File: src/rtl/hazard_forward_unit.sv
// Load-use hazard detection, multi-cycle stall FSM and registered operand forwarding for the ID stage.
// Optional macro HAZARD_ZERO_REG_EN: register specifier 0 is hardwired zero and never matches.
module hazard_forward_unit #(
    parameter int REG_ADDR_W = 2,
    parameter int NUM_SRC    = 2,
    parameter int LOAD_LAT   = 1,
    parameter int CNT_W      = 16
) (
    input  logic                          clk,
    input  logic                          reset_n,
    input  logic                          id_valid,
    input  logic [NUM_SRC*REG_ADDR_W-1:0] id_src_addr,
    input  logic [NUM_SRC-1:0]            id_src_used,
    input  logic                          ex_valid,
    input  logic                          ex_reg_write,
    input  logic                          ex_mem_read,
    input  logic [REG_ADDR_W-1:0]         ex_rd,
    input  logic                          mem_reg_write,
    input  logic [REG_ADDR_W-1:0]         mem_rd,
    input  logic                          flush,
    output logic [NUM_SRC*2-1:0]          fwd_sel,
    output logic                          stall,
    output logic [CNT_W-1:0]              stall_cnt
);

    localparam int DC_W = (LOAD_LAT > 2) ? $clog2(LOAD_LAT) : 1;
    localparam logic [DC_W-1:0] DC_INIT = (LOAD_LAT > 1) ? DC_W'(LOAD_LAT - 2) : {DC_W{1'b0}};
    localparam logic [CNT_W-1:0] CNT_MAX = {CNT_W{1'b1}};

    typedef enum logic [0:0] {
        ST_IDLE  = 1'b0,
        ST_STALL = 1'b1
    } state_t;

    state_t                  state_r;
    logic [DC_W-1:0]         down_cnt_r;
    logic [NUM_SRC*2-1:0]    fwd_sel_r;
    logic [CNT_W-1:0]        stall_cnt_r;
    logic                    hazard_s;
    logic                    stall_s;
    logic [NUM_SRC*2-1:0]    next_sel_s;

    function automatic logic addr_match(input logic [REG_ADDR_W-1:0] a,
                                        input logic [REG_ADDR_W-1:0] b);
`ifdef HAZARD_ZERO_REG_EN
        return (a == b) && (a != {REG_ADDR_W{1'b0}});
`else
        return (a == b);
`endif
    endfunction

    // Hazard detection and next forward selects; EX/MEM wins over MEM/WB.
    always_comb begin
        hazard_s   = 1'b0;
        next_sel_s = {NUM_SRC*2{1'b0}};
        for (int i = 0; i < NUM_SRC; i++) begin
            if (id_valid && id_src_used[i]) begin
                if (ex_valid && ex_mem_read && ex_reg_write &&
                    addr_match(id_src_addr[i*REG_ADDR_W +: REG_ADDR_W], ex_rd)) begin
                    hazard_s = 1'b1;
                end else begin
                    hazard_s = hazard_s;
                end
                if (ex_reg_write && addr_match(id_src_addr[i*REG_ADDR_W +: REG_ADDR_W], ex_rd)) begin
                    next_sel_s[i*2 +: 2] = 2'b10;
                end else if (mem_reg_write &&
                             addr_match(id_src_addr[i*REG_ADDR_W +: REG_ADDR_W], mem_rd)) begin
                    next_sel_s[i*2 +: 2] = 2'b01;
                end else begin
                    next_sel_s[i*2 +: 2] = 2'b00;
                end
            end else begin
                next_sel_s[i*2 +: 2] = 2'b00;
            end
        end
    end

    // Stall is Mealy: asserted in the hazard cycle itself, always killed by flush or reset.
    always_comb begin
        stall_s = 1'b0;
        if (!reset_n || flush) begin
            stall_s = 1'b0;
        end else if (state_r == ST_STALL) begin
            stall_s = 1'b1;
        end else begin
            stall_s = hazard_s;
        end
    end

    // Stall FSM with down-counter for the remaining LOAD_LAT-1 cycles, plus forward-select register.
    always_ff @(posedge clk) begin
        if (!reset_n) begin
            state_r    <= ST_IDLE;
            down_cnt_r <= {DC_W{1'b0}};
            fwd_sel_r  <= {NUM_SRC*2{1'b0}};
        end else if (flush) begin
            state_r    <= ST_IDLE;
            down_cnt_r <= {DC_W{1'b0}};
            fwd_sel_r  <= {NUM_SRC*2{1'b0}};
        end else begin
            case (state_r)
                ST_IDLE: begin
                    if (hazard_s && (LOAD_LAT > 1)) begin
                        state_r    <= ST_STALL;
                        down_cnt_r <= DC_INIT;
                    end else begin
                        state_r    <= ST_IDLE;
                    end
                end
                ST_STALL: begin
                    if (down_cnt_r == {DC_W{1'b0}}) begin
                        state_r    <= ST_IDLE;
                    end else begin
                        down_cnt_r <= down_cnt_r - {{(DC_W-1){1'b0}}, 1'b1};
                    end
                end
                default: begin
                    state_r    <= ST_IDLE;
                    down_cnt_r <= {DC_W{1'b0}};
                end
            endcase
            if (!stall_s) begin
                fwd_sel_r <= next_sel_s;
            end
        end
    end

    // Saturating count of stalled cycles, cleared only by reset.
    always_ff @(posedge clk) begin
        if (!reset_n) begin
            stall_cnt_r <= {CNT_W{1'b0}};
        end else if (stall_s && (stall_cnt_r != CNT_MAX)) begin
            stall_cnt_r <= stall_cnt_r + {{(CNT_W-1){1'b0}}, 1'b1};
        end
    end

    assign fwd_sel   = fwd_sel_r;
    assign stall     = stall_s;
    assign stall_cnt = stall_cnt_r;

endmodule
File: config.mk
export PLATFORM = sky130hd
export DESIGN_NAME = hazard_forward_unit
export DESIGN_NICKNAME = d
export VERILOG_FILES = /design/src/rtl/hazard_forward_unit.sv
export SDC_FILE = /design/constraint.sdc
export NUM_CORES = 1
export LEC_CHECK = 0
export ABC_CLOCK_PERIOD_IN_PS = 2200
export CAP_MARGIN = 10
export CORE_AREA = 8 8 69 53
export DETAILED_ROUTE_END_ITERATION = 7
export DIE_AREA = 0 0 77 61
export GPL_TIMING_DRIVEN = 0
export PLACE_DENSITY = 0.77
export SYNTH_ARGS = -nofsm -noshare
export SYNTH_HDL_FRONTEND = slang
export SYNTH_SLANG_ARGS = --single-unit
File: constraint.sdc
create_clock -name clk -period 2.2 [get_ports clk]
set_clock_uncertainty 0.1 [all_clocks]
set_input_delay 0.55 -clock clk [delete_from_list [all_inputs] [get_ports clk]]
set_output_delay 0.55 -clock clk [all_outputs]
set_load 0.05 [all_outputs]
Word level (Yosys, flattened, before mapping) --
Cells that the tools add are included.
Word-level totals: logic and storage cells 42, output and inout bits 21, bits of input ports 18, register bits after elaboration 22
Cells by class: bitwise operators 2, add/subtract/negate cells 2, reduce and logical (&&, ||, !) cells 14, multiplexer cells 15, eq/ne operators 5
Operators with widths (count):
- adder 16 x 1 -> 16 bit, second input constant | 1
- inequality test 16 bit, second input constant | 1
- logical AND 1 bit | 11
- two-way mux 1 bit | 10
- equality test 2 bit | 4
- two-way mux 2 bit | 4
- NOT 1 bit | 2
- one-hot mux 1 bit (2 select lines) | 1
- OR reduction 2 bit | 1
- zero test 1 bit | 1
- logical OR 1 bit | 1
- subtractor 1 bit, second input constant | 1

Longest topological paths before layout --
Gate-level depths: netlist of the first run.
depth in word-level cells 10, gate-level depth with buffers 6, depth with buffers taken out 6

Least setup slack after synthesis of the first run --
OpenSTA, ideal clock, no wires.
path kind input-to-output, start point in ex_rd[1], end point out stall, path buffers 0, required time 1.550 ns, stages on the path 4, arrival time 1.519 ns, setup slack 0.031 ns, path through xor2_1 -> nor3_4 -> o21ai_2 -> inv_1
On the way: word-level cells in the longest chain between the ends 8, elaborated cells between the ends (all ways) 10, classes of those cells eq/ne: 2; mux: 6; reduce/logical: 2
Ends and longest elaborated chain:
- start: declaration | line 17 | input logic [REG_ADDR_W-1:0] ex_rd,
- equality test 2 bit | line 48 | return (a == b);
- logical AND 1 bit | line 58 | if (ex_valid && ex_mem_read && ex_reg_write &&
- two-way mux 1 bit | line 58
- two-way mux 1 bit | line 57 | if (id_valid && id_src_used[i]) begin
- two-way mux 1 bit | line 58
- two-way mux 1 bit (*) | line 57
- two-way mux 1 bit (*) | line 83 | end else if (state_r == ST_STALL) begin
- two-way mux 1 bit (*) | line 81 | if (!reset_n || flush) begin
- end: declaration | line 22 | output logic stall,
Mark *: on every way between the ends. The rest lies on a longest branch, timed or not.

Worst setup path after layout of the first run --
start point in id_src_addr[0], end point out stall
On the way: word-level cells in the longest chain between the ends 8
Ends and longest elaborated chain:
- start: declaration | line 12 | input logic [NUM_SRC*REG_ADDR_W-1:0] id_src_addr,
- equality test 2 bit (*) | line 48
- logical AND 1 bit (*) | line 58
- two-way mux 1 bit (*) | line 58
- two-way mux 1 bit (*) | line 57
- two-way mux 1 bit | line 58
- two-way mux 1 bit (*) | line 57
- two-way mux 1 bit (*) | line 83
- two-way mux 1 bit (*) | line 81
Marked as above.

==> results of run 1 <==
tightest hold or removal path, cell delays in order, from the launching register on:
cell	delay [ps]
dfxtp_1	330
nand2_1	60
a21oi_1	50
layer usage:
layer | up-vias | GRT usage, %
li1 | 595 | -
met1 | 631 | 17.4
met2 | 48 | 28.0
met3 | 10 | 5.18
met4 | 0 | 9.36
met5 | - | 0
cell usage after synthesis:
| cell type | instances | area share, % |
|---|---|---|
| o41ai_1 | 1 | 0.80 |
| inv_1 | 5 | 1.7 |
| o21ai_2 | 1 | 0.80 |
| nor3b_1 | 1 | 0.68 |
| nand3b_1 | 1 | 0.68 |
| or3_1 | 5 | 2.8 |
| nor3_4 | 2 | 3.0 |
| a41oi_1 | 1 | 0.80 |
| nand4_1 | 4 | 2.3 |
| a21oi_1 | 11 | 5.0 |
| nand2b_1 | 1 | 0.57 |
| or2_2 | 2 | 1.1 |
| xor2_1 | 7 | 5.6 |
| o21ai_1 | 1 | 0.45 |
| a211oi_1 | 2 | 1.4 |
| dfxtp_1 | 20 | 36 |
| o21bai_1 | 3 | 2.0 |
| ha_1 | 1 | 1.1 |
| o21ai_0 | 5 | 2.3 |
| buf_2 | 2 | 0.91 |
| nor4_1 | 3 | 1.7 |
| o2111ai_1 | 3 | 2.4 |
| o31ai_1 | 5 | 3.4 |
| nor3_1 | 1 | 0.45 |
| nand3_1 | 7 | 3.2 |
| o311ai_0 | 1 | 0.80 |
| nor2_1 | 14 | 4.8 |
| clkbuf_1 | 1 | 0.34 |
| xnor2_1 | 3 | 2.4 |
| and3_1 | 1 | 0.57 |
| a22oi_1 | 2 | 1.4 |
| nand2_1 | 14 | 4.8 |
| or4_1 | 5 | 3.4 |
registers in the layout (all words and copies together), names as in the netlist:
name and flops:
stall_cnt 16, fwd_sel 4
power by group through the flow:
stage / registers, mW / clock network (mW) / logic (mW)
2_1_floorplan: 0.373 / 0 / 0.0311
3_3_place_gp: 0.371 / 0 / 0.0772
3_5_place_dp: 0.371 / 0 / 0.0797
4_1_cts: 0.363 / 0.289 / 0.0880
5_1_grt: 0.363 / 0.303 / 0.0979
6_report: 0.363 / 0.283 / 0.0911
worst min path at each step:
stage          startpoint             to  slack [ps]  depth (start not counted)
3_5_place_dp   fwd_sel[2]     fwd_sel[2]         360                          2
5_1_grt        fwd_sel[0]     fwd_sel[0]         390                          2
3_3_place_gp   fwd_sel[2]     fwd_sel[2]         340                          2
2_1_floorplan     reset_n  stall_cnt[15]         580                          2
6_report       fwd_sel[0]     fwd_sel[0]         380                          2
4_1_cts        fwd_sel[2]     fwd_sel[2]         370                          2
final cells by class:
cell class                      instances  area share [%]
Buffer                                  3           0.808
Clock buffer                            4            3.23
Inverter                                5            1.25
Multi-Input combinational cell        108            43.3
Sequential cell                        20            23.5
Tap cell                               36            2.64
Timing Repair Buffer                   44            25.3
kinds of logic after synthesis:
kind of cell / after synthesis / share of synthesized area, %
compound gates: 36 / 21.5
xor+xnor: 10 / 7.96
fa+ha+maj: 1 / 1.14
buf+inv: 8 / 2.96
flops: 20 / 36.4
simple gates: 61 / 30.0
metrics by stage:
| stage | worst slack [ps] | utilization, % |
|---|---|---|
| floorplan | 31.3 | - |
| detailed placement | -1280 | 57.7 |
| global placement | -1280 | 57.7 |
| global route | -84.0 | 64.5 |
| finish | -58.0 | 64.5 |
| CTS | 6.17 | 63.8 |
timing repair:
action | 4_1_cts | 5_1_grt
setup endpoints to repair | 13 | 10
pin swaps | 7 | 3
gates resized for setup | 35 | 9
buffers inserted | 6 | 0
==> results_dict.tcl, run 1 <==
set metrics [dict create \
    numPortBuffers 38 \
    cts_tree "yes" \
    via_count 1284 \
    switching_power_mw 0.174 \
    maxSlewViolCount 0 \
    cpMaxStageDelayCell "dlygate4sd2_1" \
    antenna-diode-count 0 \
    viasPerCell 5.84 \
    crit_start "id_src_addr[0]" \
    initial_core_util_pct 41.6 \
    core_mm2 0.00264 \
    tns_ps -58.0 \
    r2r_start "stall_cnt[8]" \
    antenna_found_initial 0 \
    gr-total-overflow 0 \
    crit_chain "dlygate4sd2_1 > xor2_2 > nor3_4 > o21ai_4 > inv_4 > buf_8" \
    critPathCapture "stall" \
    power_mw 0.737 \
    maxCapViolCount 0 \
    cts_root_buf "clkbuf_8" \
    ys_seq_area_share_pct 36.4 \
    topRoutingLayerUsed "met4" \
    num_io_pins 39 \
    post_dp_cell_area_mm2 0.00153 \
    dieArea_mm2 0.00470 \
    netlist_area_mm2 0.00110 \
    rows 16 \
    min_path_type "flip-flop to flip-flop" \
    maxSlewHeadroom_pct 65.5 \
    grt_pass1_wl_um 6070 \
    multi_input_area_um2 738 \
    yosys.cell_types.count 33 \
    synth_fp_nets 155 \
    met2WireLength_um 1860 \
    startpoint_type "input port" \
    cts.hold.buffers_added 0 \
    die_w_um 77 \
    wl_met1_um 1480 \
    drive_above_1_share_pct 16.8 \
    switching_share_pct 23.6 \
    dieHeight_um 61 \
    clkLatencyLatePin_ps 260 \
    p_comb_share_pct 12.4 \
    wirelength_um 3700 \
    powerDensity_mw_per_mm2 433 \
    reg2reg_slack_ps 80 \
    power_frac_clock_pct 38.4 \
    timing.rr.end "stall_cnt[2]" \
    clock_sinks 20 \
    period_needed_ps 2260 \
    cellLeakagePower_nw 0.656 \
    seq_area_um2 400 \
    rsz0062_at_grt "true" \
    fillers 224 \
    drt_pass1_iterations 4 \
    syn2layout_area_growth_pct 54.9 \
    intPower_mw 0.563 \
    place_congestion 0.743 \
    max_stage_delay_ps 280 \
    routedWlPerCell_um 16.8 \
    cts-htree-levels 1 \
    ant_nets 0 \
    drc 0 \
    place.detailed.hpwl_um 2570 \
    grt_max_degree 12 \
    cp_max_fo 2 \
    synth_cells 136 \
    postSynthAreaPerCell_um2 8.09 \
    ff2ff_path_depth 6 \
    final.period_utilization_pct 103 \
    cts.clk_slew.worst_paths_ps 80 \
    critical_path.endpoint_type "output pin" \
    synth_seq_cells 20 \
    worst_hold_slack_ps 376 \
    dp.cells 210 \
    yosysWarnings 0 \
    grt_pass1_vias 1306 \
    path_buf_inv 3 \
    final_cells 220 \
    nets 204 \
    crit_type "input port to output pin" \
    fmaxAchievable_mhz 443 \
    pwr-share-seq_pct 49.2 \
    crit_family "buffers and inverters" \
    setup_viol 1 \
    worst_slew_pin_slew_ps 516 \
    crit_required_ps 1550 \
    hold_violations 0 \
    design_area_mm2 0.00170 \
    cp_num_cells 6 \
    status "complete, but fails checks" \
    peakVddDrop_mv 0.290 \
    cts_made_buffers 3 \
    wl_met3_um 261 \
    crit_arrival_ps 1610 \
    violations "negative setup slack" \
    clk_path_buf_depth 2 \
    fin_ws_ps -58.0 \
    most-common-layout-cells "20 x dfxtp_1, 20 x clkdlybuf4s50_1, 13 x nor2_1, 13 x nand2_1, 11 x a21oi_1" \
    drtIter0Drc 99 \
    grt_use_total_pct 16.1 \
]
Power figures use the tool's default switching activity.
==> run 2: changes to the inputs <==
Settings changed: HOLD_SLACK_MARGIN set to 0.12.
==> results of run 2 <==
Same layout as run 1: the final DEF is identical, and so are final timing and power.
==> run 3: changes to the inputs <==
Settings changed: CTS_BUF_LIST set to sky130_fd_sc_hd__clkbuf_16.
==> run 3 against run 2 <==
Against the previous run: the flow now finishes without violations; clock power increased by 32%; critical path depth unchanged; final cell count increased by 3.2%; combinational power increased by 14%; first-iteration DRC count increased by 6.1%; design area increased by 3.4%; non-clock buffer count increased by 7; maximum frequency increased by 2.7%; via count increased by 3.0%; critical path type unchanged; critical endpoint unchanged; largest cell class unchanged.
==> results_dict.tcl, run 3 (same netlist as run 1, synthesis figures left out) <==
set metrics [dict create \
    numPortBuffers 38 \
    cts.clk_slew.worst_paths_ps 60 \
    final_common_cell "clkdlybuf4s50_1" \
    cp_max_fo 3 \
    via_count 1323 \
    viasPerCell 5.83 \
    startpoint_type "input port" \
    max_stage_delay_ps 390 \
    nets 211 \
    clk_path_buf_depth 2 \
    cts_root_buf "clkbuf_16" \
    r2r_start "stall_cnt[7]" \
    crit_arrival_ps 1550 \
    antenna_found_initial 0 \
    ff2ff_path_depth 6 \
    wl_met3_um 301 \
    cp_num_cells 6 \
    die_w_um 77 \
    met2WireLength_um 2030 \
    period_needed_ps 2200 \
    grt_max_degree 12 \
    setup_viol 0 \
    dieArea_mm2 0.00470 \
    fmaxAchievable_mhz 455 \
    grt_use_total_pct 16.5 \
    crit_family "buffers and inverters" \
    hold_violations 0 \
    cts_made_buffers 3 \
    most-common-layout-cells "24 x clkdlybuf4s50_1, 20 x dfxtp_1, 13 x nor2_1, 13 x nand2_1, 13 x buf_4" \
    rsz0062_at_grt "true" \
    hold_path_end "fwd_sel[0]" \
    ant_nets 0 \
    drc 0 \
    grt_pass1_vias 1303 \
    status "complete, no violations" \
    maxSlewViolCount 0 \
    drive_above_1_share_pct 20.4 \
    path_buf_inv 3 \
    topRoutingLayerUsed "met4" \
    drtIter0Drc 105 \
    design_area_mm2 0.00176 \
    gr-total-overflow 0 \
    routedWlPerCell_um 17.2 \
    critical_path.endpoint_type "output pin" \
    utilization_pct 66.7 \
    cpMaxStageDelayCell "clkdlybuf4s50_1" \
    clkLatencyLatePin_ps 250 \
    dieHeight_um 61 \
    num_io_pins 39 \
    cellLeakagePower_nw 0.616 \
    wl_met1_um 1440 \
    timing.rr.end "stall_cnt[2]" \
    min_from "fwd_sel[0]" \
    drt_pass1_iterations 4 \
    place.detailed.hpwl_um 2570 \
    antenna-diode-count 0 \
    wirelength_um 3900 \
    crit_type "input port to output pin" \
    initial_core_util_pct 41.6 \
    whs_path_depth 2 \
    crit_required_ps 1550 \
    clock_sinks 20 \
    powerDensity_mw_per_mm2 477 \
    final.period_utilization_pct 99.9 \
    maxCapViolCount 0 \
    cts_tree "yes" \
    core_mm2 0.00264 \
    largest_reg_flops 16 \
    syn2layout_area_growth_pct 60.2 \
    grt_pass1_wl_um 6200 \
    rows 16 \
    peakVddDrop_mv 0.311 \
    post_dp_cell_area_mm2 0.00153 \
    place_congestion 0.743 \
    cts-htree-levels 1 \
    crit_chain "clkdlybuf4s50_1 > nand2b_4 > nor2_4 > o21ai_4 > inv_4 > buf_8" \
    min_path_type "flip-flop to flip-flop" \
    worst_slew_pin_slew_ps 520 \
    reg2reg_slack_ps 130 \
    maxSlewHeadroom_pct 65.3 \
]
-- run 3: cell count changes in the layout (fill, tap and decap cells not counted), sizes merged --
cell           previous run  this run
buf                       9        17
clkbuf                    6         7
clkdlybuf4s15             1         4
clkdlybuf4s50            20        24
clkinv                    0         1
dlygate4sd2               9         3
dlymetal6s2s              6         2
-- run 3: power breakdown --
part           internal (mW)  leakage, nW  switching [mW]  total, mW
combinational         0.0496        0.417          0.0544      0.104
clock                  0.242       0.0385           0.131      0.373
sequential             0.363        0.161        0.000410      0.363
-- run 3: tightest hold or removal path, cell delays in order (launching register included) --
cell and delay (ps):
dfxtp_1 320, nand2_1 60, a21oi_1 50
-- run 3: worst max-delay path by stage --
| stage | to | from | slack [ps] |
|---|---|---|---|
| finish | stall | flush | 2 |
| global route | stall | ex_valid | -40 |
| CTS | stall | ex_valid | 6 |
| detailed placement | stall | reset_n | -1280 |
| global placement | stall | reset_n | -1280 |
| floorplan | stall | ex_rd[1] | 30 |
-- run 3: cell type report --
type | count | area, um^2
Tap cell | 36 | 45.0
Fill cell | 202 | 881
Inverter | 5 | 21.3
Sequential cell | 20 | 400
Timing Repair Buffer | 51 | 464
Clock buffer | 3 | 75.1
Clock inverter | 1 | 3.75
Buffer | 3 | 13.8
Multi-Input combinational cell | 108 | 738
-- run 3: timing repair --
item                       in CTS  in global routing
hold buffers                    0                  0
gates cloned                    0                  0
setup endpoints to repair      17                 12
gates resized for setup        34                 14
setup buffers                   6                  7
pin swaps                       7                  9
-- run 3: metrics by stage --
step | setup TNS, ps | setup WS (ps) | total power, mW | hold WS [ps] | std cells
floorplan | 0 | 31.3 | 0.404 | 576 | 136
global placement | -6460 | -1280 | 0.448 | 341 | 210
detailed placement | -7230 | -1280 | 0.451 | 364 | 210
CTS | 0 | 6.15 | 0.832 | 373 | 220
global route | -40.4 | -40.4 | 0.867 | 384 | 227
finish | 0 | 1.67 | 0.840 | 369 | 227
-- run 3: routing by layer --
layer / vias up / track usage, %
met1: 631 / 17.4
met4: 0 / 9.89
met3: 16 / 5.03
li1: 614 / -
met2: 62 / 29.4
met5: - / 0
